## config.mk

```make
export PLATFORM = sky130hd
export DESIGN_NAME = sha_msg_padder_flat
export DESIGN_NICKNAME = d
export VERILOG_FILES = /design/src/rtl/sha_pad_pkg.sv /design/src/rtl/sha_pad_if.sv /design/src/rtl/sha_pad_byte_place.sv /design/src/rtl/sha_msg_padder.sv /design/src/flat_wrapper.sv
export SDC_FILE = /design/constraint.sdc
export NUM_CORES = 2
export LEC_CHECK = 0
export ABC_AREA = 1
export BUFFER_PORTS_ARGS = -buffer_cell sky130_fd_sc_hd__buf_2
export CAP_MARGIN = 25
export CORE_MARGIN = 2
export CORE_UTILIZATION = 25
export CTS_CLUSTER_SIZE = 12
export DETAILED_ROUTE_END_ITERATION = 16
export GPL_TIMING_DRIVEN = 0
export PLACE_DENSITY = 0.4
export SYNTH_ARGS = -nofsm -noshare
export SYNTH_HDL_FRONTEND = slang
export SYNTH_SLANG_ARGS = --single-unit
```

## constraint.sdc

```tcl
create_clock -name clk -period 10.2 [get_ports clk]
set_input_delay 0.51 -clock clk [delete_from_list [all_inputs] [get_ports clk]]
set_output_delay 0.51 -clock clk [all_outputs]
set_load 0.02 [all_outputs]
```

## src/rtl/sha_pad_pkg.sv

```systemverilog
// Shared types and constants for the streaming SHA-2 message padder.
package sha_pad_pkg;

  typedef enum logic [2:0] {
    FILL,
    OUT,
    PADOUT,
    OUTX,
    FINAL
  } pad_state_e;

  localparam logic [7:0] PAD_MARKER = 8'h80;

  localparam int SHA256_BLOCK_W = 512;
  localparam int SHA256_LEN_W   = 64;
  localparam int SHA512_BLOCK_W = 1024;
  localparam int SHA512_LEN_W   = 128;

endpackage

```

## src/rtl/sha_pad_if.sv

```systemverilog
// Beat-in / block-out valid/ready bundle between the header logic, padder and compression core.
interface sha_pad_if #(
  parameter int IN_W    = 32,
  parameter int BLOCK_W = 512
);
  localparam int BYTES_W = $clog2(IN_W / 8) + 1;

  logic               in_valid;
  logic               in_ready;
  logic [IN_W-1:0]    in_data;
  logic               in_last;
  logic [BYTES_W-1:0] in_bytes;
  logic               out_valid;
  logic               out_ready;
  logic [BLOCK_W-1:0] out_data;
  logic               out_last;

  modport slave (
    input  in_valid, in_data, in_last, in_bytes, out_ready,
    output in_ready, out_valid, out_data, out_last
  );

  modport master (
    output in_valid, in_data, in_last, in_bytes, out_ready,
    input  in_ready, out_valid, out_data, out_last
  );
endinterface

```

## src/rtl/sha_pad_byte_place.sv

```systemverilog
// Drops one beat into the block buffer at a byte pointer; on a final beat also writes
// the 0x80 marker right after the data and clears every byte beyond it.
module sha_pad_byte_place
  import sha_pad_pkg::*;
#(
  parameter int IN_W    = 32,
  parameter int BLOCK_W = 512,
  parameter int PTR_W   = 7,
  parameter int BYTES_W = 3
) (
  input  logic [BLOCK_W-1:0] buf_in,
  input  logic [PTR_W-1:0]   ptr,
  input  logic [IN_W-1:0]    beat,
  input  logic [BYTES_W-1:0] nbytes,
  input  logic               is_last,
  output logic [BLOCK_W-1:0] buf_out
);

  localparam int NB = BLOCK_W / 8;

  always_comb begin
    int rel;
    int nb;
    buf_out = buf_in;
    nb      = int'(nbytes);
    rel     = 0;
    for (int i = 0; i < NB; i++) begin
      rel = i - int'(ptr);
      if (rel >= 0 && rel < nb) begin
        buf_out[BLOCK_W-1-8*i -: 8] = beat[IN_W-1-8*rel -: 8];
      end else if (is_last && rel == nb) begin
        buf_out[BLOCK_W-1-8*i -: 8] = PAD_MARKER;
      end else if (is_last && rel > nb) begin
        buf_out[BLOCK_W-1-8*i -: 8] = 8'h00;
      end
    end
  end

endmodule

```

## src/rtl/sha_msg_padder.sv

```systemverilog
// Streaming SHA-2 padder: packs message beats into blocks and appends marker, zero fill and bit length.
//
// state  | meaning
// FILL   | accepting beats into the block buffer
// OUT    | full data block presented, more message to come
// PADOUT | last data block (marker, no room for length) presented; length-only block follows
// OUTX   | last data block exactly full presented; marker+length block follows
// FINAL  | closing block carrying the length presented
module sha_msg_padder
  import sha_pad_pkg::*;
#(
  parameter int IN_W    = 32,
  parameter int BLOCK_W = SHA256_BLOCK_W,
  parameter int LEN_W   = SHA256_LEN_W
) (
  input  logic      clk,
  input  logic      rst,
  sha_pad_if.slave  bus
);

  localparam int NB      = BLOCK_W / 8;
  localparam int BEAT_B  = IN_W / 8;
  localparam int LEN_B   = LEN_W / 8;
  localparam int PTR_W   = $clog2(NB + 1);
  localparam int BYTES_W = $clog2(BEAT_B) + 1;

  localparam logic [PTR_W-1:0]   NB_P     = PTR_W'(NB);
  localparam logic [PTR_W:0]     NB_X     = (PTR_W + 1)'(NB);
  localparam logic [PTR_W:0]     TAIL_X   = (PTR_W + 1)'(LEN_B + 1);
  localparam logic [BYTES_W-1:0] BEAT_B_W = BYTES_W'(BEAT_B);

  pad_state_e         state_q, state_d;
  logic [PTR_W-1:0]   ptr_q, ptr_d;
  logic [LEN_W-1:0]   cnt_q, cnt_d;
  logic [BLOCK_W-1:0] buf_q, buf_d;

  logic [BYTES_W-1:0] nbytes;
  logic [PTR_W-1:0]   end_ptr;
  logic [LEN_W-1:0]   cnt_sum;
  logic [BLOCK_W-1:0] placed;
  logic               room_for_len;

  // Oversized in_bytes on a final beat is clamped to a full beat.
  always_comb begin
    nbytes = BEAT_B_W;
    if (bus.in_last && bus.in_bytes < BEAT_B_W) begin
      nbytes = bus.in_bytes;
    end
  end

  assign end_ptr      = ptr_q + PTR_W'(nbytes);
  assign cnt_sum      = cnt_q + LEN_W'({nbytes, 3'b000});
  assign room_for_len = ({1'b0, end_ptr} + TAIL_X) <= NB_X;

  sha_pad_byte_place #(
    .IN_W    (IN_W),
    .BLOCK_W (BLOCK_W),
    .PTR_W   (PTR_W),
    .BYTES_W (BYTES_W)
  ) u_place (
    .buf_in  (buf_q),
    .ptr     (ptr_q),
    .beat    (bus.in_data),
    .nbytes  (nbytes),
    .is_last (bus.in_last),
    .buf_out (placed)
  );

  always_comb begin
    state_d = state_q;
    ptr_d   = ptr_q;
    cnt_d   = cnt_q;
    buf_d   = buf_q;
    case (state_q)
      FILL: begin
        if (bus.in_valid) begin
          buf_d = placed;
          cnt_d = cnt_sum;
          ptr_d = end_ptr;
          if (bus.in_last) begin
            ptr_d = '0;
            if (end_ptr == NB_P) begin
              state_d = OUTX;
            end else if (room_for_len) begin
              buf_d   = {placed[BLOCK_W-1:LEN_W], cnt_sum};
              state_d = FINAL;
            end else begin
              state_d = PADOUT;
            end
          end else if (end_ptr == NB_P) begin
            state_d = OUT;
          end
        end
      end
      OUT: begin
        if (bus.out_ready) begin
          state_d = FILL;
          ptr_d   = '0;
        end
      end
      PADOUT: begin
        if (bus.out_ready) begin
          buf_d   = {{(BLOCK_W-LEN_W){1'b0}}, cnt_q};
          state_d = FINAL;
        end
      end
      OUTX: begin
        if (bus.out_ready) begin
          buf_d   = {PAD_MARKER, {(BLOCK_W-LEN_W-8){1'b0}}, cnt_q};
          state_d = FINAL;
        end
      end
      FINAL: begin
        if (bus.out_ready) begin
          state_d = FILL;
          ptr_d   = '0;
          cnt_d   = '0;
        end
      end
      default: state_d = FILL;
    endcase
  end

  always_ff @(posedge clk or negedge rst) begin
    if (!rst) begin
      state_q <= FILL;
      ptr_q   <= '0;
      cnt_q   <= '0;
      buf_q   <= '0;
    end else begin
      state_q <= state_d;
      ptr_q   <= ptr_d;
      cnt_q   <= cnt_d;
      buf_q   <= buf_d;
    end
  end

  assign bus.in_ready  = (state_q == FILL);
  assign bus.out_valid = (state_q != FILL);
  assign bus.out_last  = (state_q == FINAL);
  assign bus.out_data  = buf_q;

endmodule

```

## src/flat_wrapper.sv

```systemverilog
// flat-port wrapper written by rule: the top's interface ports become plain ports
module sha_msg_padder_flat import sha_pad_pkg::*;
#(
  parameter int IN_W    = 32,
  parameter int BLOCK_W = SHA256_BLOCK_W,
  parameter int LEN_W   = SHA256_LEN_W
)
  (clk, rst, bus_in_valid, bus_in_data, bus_in_last, bus_in_bytes, bus_out_ready, bus_in_ready, bus_out_valid, bus_out_data, bus_out_last);
  sha_pad_if #(.IN_W(IN_W), .BLOCK_W(BLOCK_W)) bus_i ();
  input  logic clk;
  input  logic rst;
  input wire logic [$bits(bus_i.in_valid)-1:0] bus_in_valid;
  input wire logic [$bits(bus_i.in_data)-1:0] bus_in_data;
  input wire logic [$bits(bus_i.in_last)-1:0] bus_in_last;
  input wire logic [$bits(bus_i.in_bytes)-1:0] bus_in_bytes;
  input wire logic [$bits(bus_i.out_ready)-1:0] bus_out_ready;
  output wire logic [$bits(bus_i.in_ready)-1:0] bus_in_ready;
  output wire logic [$bits(bus_i.out_valid)-1:0] bus_out_valid;
  output wire logic [$bits(bus_i.out_data)-1:0] bus_out_data;
  output wire logic [$bits(bus_i.out_last)-1:0] bus_out_last;
  assign bus_i.in_valid = bus_in_valid;
  assign bus_i.in_data = bus_in_data;
  assign bus_i.in_last = bus_in_last;
  assign bus_i.in_bytes = bus_in_bytes;
  assign bus_i.out_ready = bus_out_ready;
  assign bus_in_ready = bus_i.in_ready;
  assign bus_out_valid = bus_i.out_valid;
  assign bus_out_data = bus_i.out_data;
  assign bus_out_last = bus_i.out_last;
  sha_msg_padder #(.IN_W(IN_W), .BLOCK_W(BLOCK_W), .LEN_W(LEN_W)) u_core (.clk(clk), .rst(rst), .bus(bus_i));
endmodule
```

==> metrics <==
placed cell areas=40,800 um^2; Overflow after GRT=0; Reg2Reg Setup Slack=4.19 ns; share of the synthesized area in the top cell type=41.5%; die area=144,000 um^2; first-pass GRT wire length=287 mm; EDFF count, synth=0; initial antenna violation count=19; Final period util=65.8%; clock root cell=clkbuf_16; synthesized cell area=35,100 um^2; Crit path max-delay family=buffers and inverters; share of layout cells above drive strength 1=17.8%; Worst Setup Start Kind=input pin; Pleak=21.6 nW; drt pass-1 iters=6; final setup violation count=0; register area share after synthesis=41.5%; vias in the first global route=between 30,000 and 40,000; fin worst setup slack=3.48 ns; Post-Synthesis Cells=between 4,000 and 5,000; CTS clk-pin slew, worst paths=0.06 ns; Pwr Density=322 nW/um^2; post-CTS setup buffers=0; post-synth top area cell=dfrtp_1; Final Skew=0.0476 ns; vias per inst=5.09; Fin Setup TNS=0 ns; CTS tree=done; initial cell density of the core=about a quarter; number of max-cap violations=0; hold path start=bus_in_valid; Slowest cell on crit path=nor2_2; WHS Path Cells=2; total track usage=28.4%; PortBufs=553; initial DRC count=3,529; Worst-Skew Late Latency=0.72 ns; Synth Flop Type=dfrtp_1; crit-path most repeated cell=nand2_1; dominant cells by area after synthesis=dfrtp_1, nand2_1, nand3_1; FF-to-FF Start=u_core.ptr_q[1]; Die H=379 um; Site Rows=137; CP Buf/Inv Count=10; critical path peak fanout=10; count of cell types in the netlist=65; RR Endpoint=u_core.bus.out_data[42]; final WL=between 200 and 250 mm; Synth Warn #=0; r2r worst-path depth=16; core box area=140,000 um^2; Post-CTS Hold Buffers=1; fin crit period=~6.7 ns; area added between synthesis and finish=23.5%; Final Max Tran Viols=0; most frequent cells in the layout=nand2_1, buf_2, dfrtp_1, nand3_1, nor2_1; Worst Setup End Kind=flop; Setup WS pre-CTS=between 3 and 4 ns; Rel. slew slack=around 22%; Fin. Hold Viols=0; Overall Power=14.0 mW; Mapped Nets=between 5,000 and 6,000; Max VDD drop=0.000131 V; Core Util, Final=31.1%; worst hold endpoint=u_core.cnt_q[13]; HP Class=in -> reg; final net count=5,736; post-cts sizing count=0; critical path cell sequence=clkbuf_1 > inv_1 > buf_2 > clkbuf_1 > buf_2 > nor2_2 > inv_1 > nor2_1 > ha_1 > inv_1 > fa_1 > inv_1 > nand2_1 > nand2_1 > nand2_1 > xor2_1 > nand3_1 > buf_2 > nand2_1 > buf_2 > nand2_1 > nand2_1 > nand3_1; average size of a mapped cell=7.08 um^2; vias=38,600; max frequency=149 MHz; Worst EP arrival=7.29 ns; pin count of the biggest net entering global routing=110; DR WL/cell=27.6 um; routability cong.=roughly 1.0; FFs w/ async S/R, synth=100%; Max stage delay on crit path=0.81 ns; total I/O pin count=555; Die X=around 380 um; Worst Setup Path Type=in -> reg; most common cell after layout, fill and taps aside=nand2_1; Worst Path Required=about 11 ns; CTS Buf Count=roughly 80; flop and latch count out of synthesis=583; DRC errors left=0; CTS max path bufs=3; Post-DRT Antenna Nets=0; DPL Wire Length=167 mm; status=finished clean; RSZ-0062 raised after global routing=false; final instance area=43,400 um^2; Worst Tran Pin Value=~1.2 ns; H-tree depth=3; # clock sinks=approximately 600
[through the flow]
stage,instances,hold WS (ns)
after floorplan,4965,0.214
after global placement,7394,0.452
after detailed placement,7429,0.454
after CTS,7565,0.0844
after global routing,7573,0.141
final,7573,0.129
[state kept, by name (all words and copies together), names as in the netlist]
register / count
u_core.bus.out_data: 512
u_core.ptr_q: 7
u_core.state_q: 3
u_core.cnt_q: 61
[synth_stat cells (33+ instances only)]
cell / instances
nand2_1: 1589
dfrtp_1: 583
nand3_1: 477
nor2_1: 427
inv_1: 397
o21ai_0: 319
o21ai_1: 138
a21oi_1: 116
nor3_1: 115
nand4_1: 97
buf_2: 92
clkbuf_1: 60
ha_1: 56
o31ai_1: 46
xor2_1: 37
o211ai_1: 35
or2_2: 35
inv_2: 33
nand2_2: 33
o22ai_1: 33
[worst max path at each step]
stage                 from                  endpoint  slack (ns)  depth (start not counted)
5_1_grt        bus_in_last   u_core.bus.out_data[10]        3.44                         23
4_1_cts        bus_in_last   u_core.bus.out_data[10]        3.76                         23
3_5_place_dp   bus_in_last   u_core.bus.out_data[10]        3.01                         23
2_1_floorplan  bus_in_last   u_core.bus.out_data[38]        5.99                         23
6_report       bus_in_last   u_core.bus.out_data[10]        3.48                         23
3_3_place_gp           rst  u_core.bus.out_data[502]       -5.41                          1
[area by class of cell]
| class | instances | area (um^2) |
|---|---|---|
| plain buffers | 195 | 983 |
| multi-input cells | 3749 | 17900 |
| well taps | 1876 | 2350 |
| clock inverters | 20 | 246 |
| repair buffers | 592 | 3350 |
| flip-flops and latches | 583 | 14600 |
| diodes | 5 | 12.5 |
| fillers | 15800 | 96100 |
| clock buffers | 115 | 2280 |
| inverters | 438 | 1650 |
[kinds of logic (layout without fill, tap and decap cells)]
group                      count (synthesis)  in the layout  share of synthesized area [%]
adders and majority gates                 58             58                           2.11
AOI/OAI and AO/OA                        780            780                           12.7
xor gates and xnor gates                  46             46                           1.21
buffers and inverters                    633           1360                           7.49
other                                      0              5                              0
and+or+nand+nor                         2864           2864                           35.0
muxes                                      1              1                         0.0285
DFF                                      583            583                           41.5
[power by group]
| part | switching [mW] | internal, mW |
|---|---|---|
| Combinational | 6.29 | 1.82 |
| Clock | 1.16 | 1.67 |
| Sequential | 0.341 | 2.69 |
[metal layers]
metal	vias to the layer above	routed length (um)	global-route usage [%]
met3	366	15000	4.93
met4	6	11200	13.9
met2	1562	97300	46.5
met1	18900	85700	36.0
met5	-	41	0
li1	17700	-	-
(Power assumes the default switching activity.)
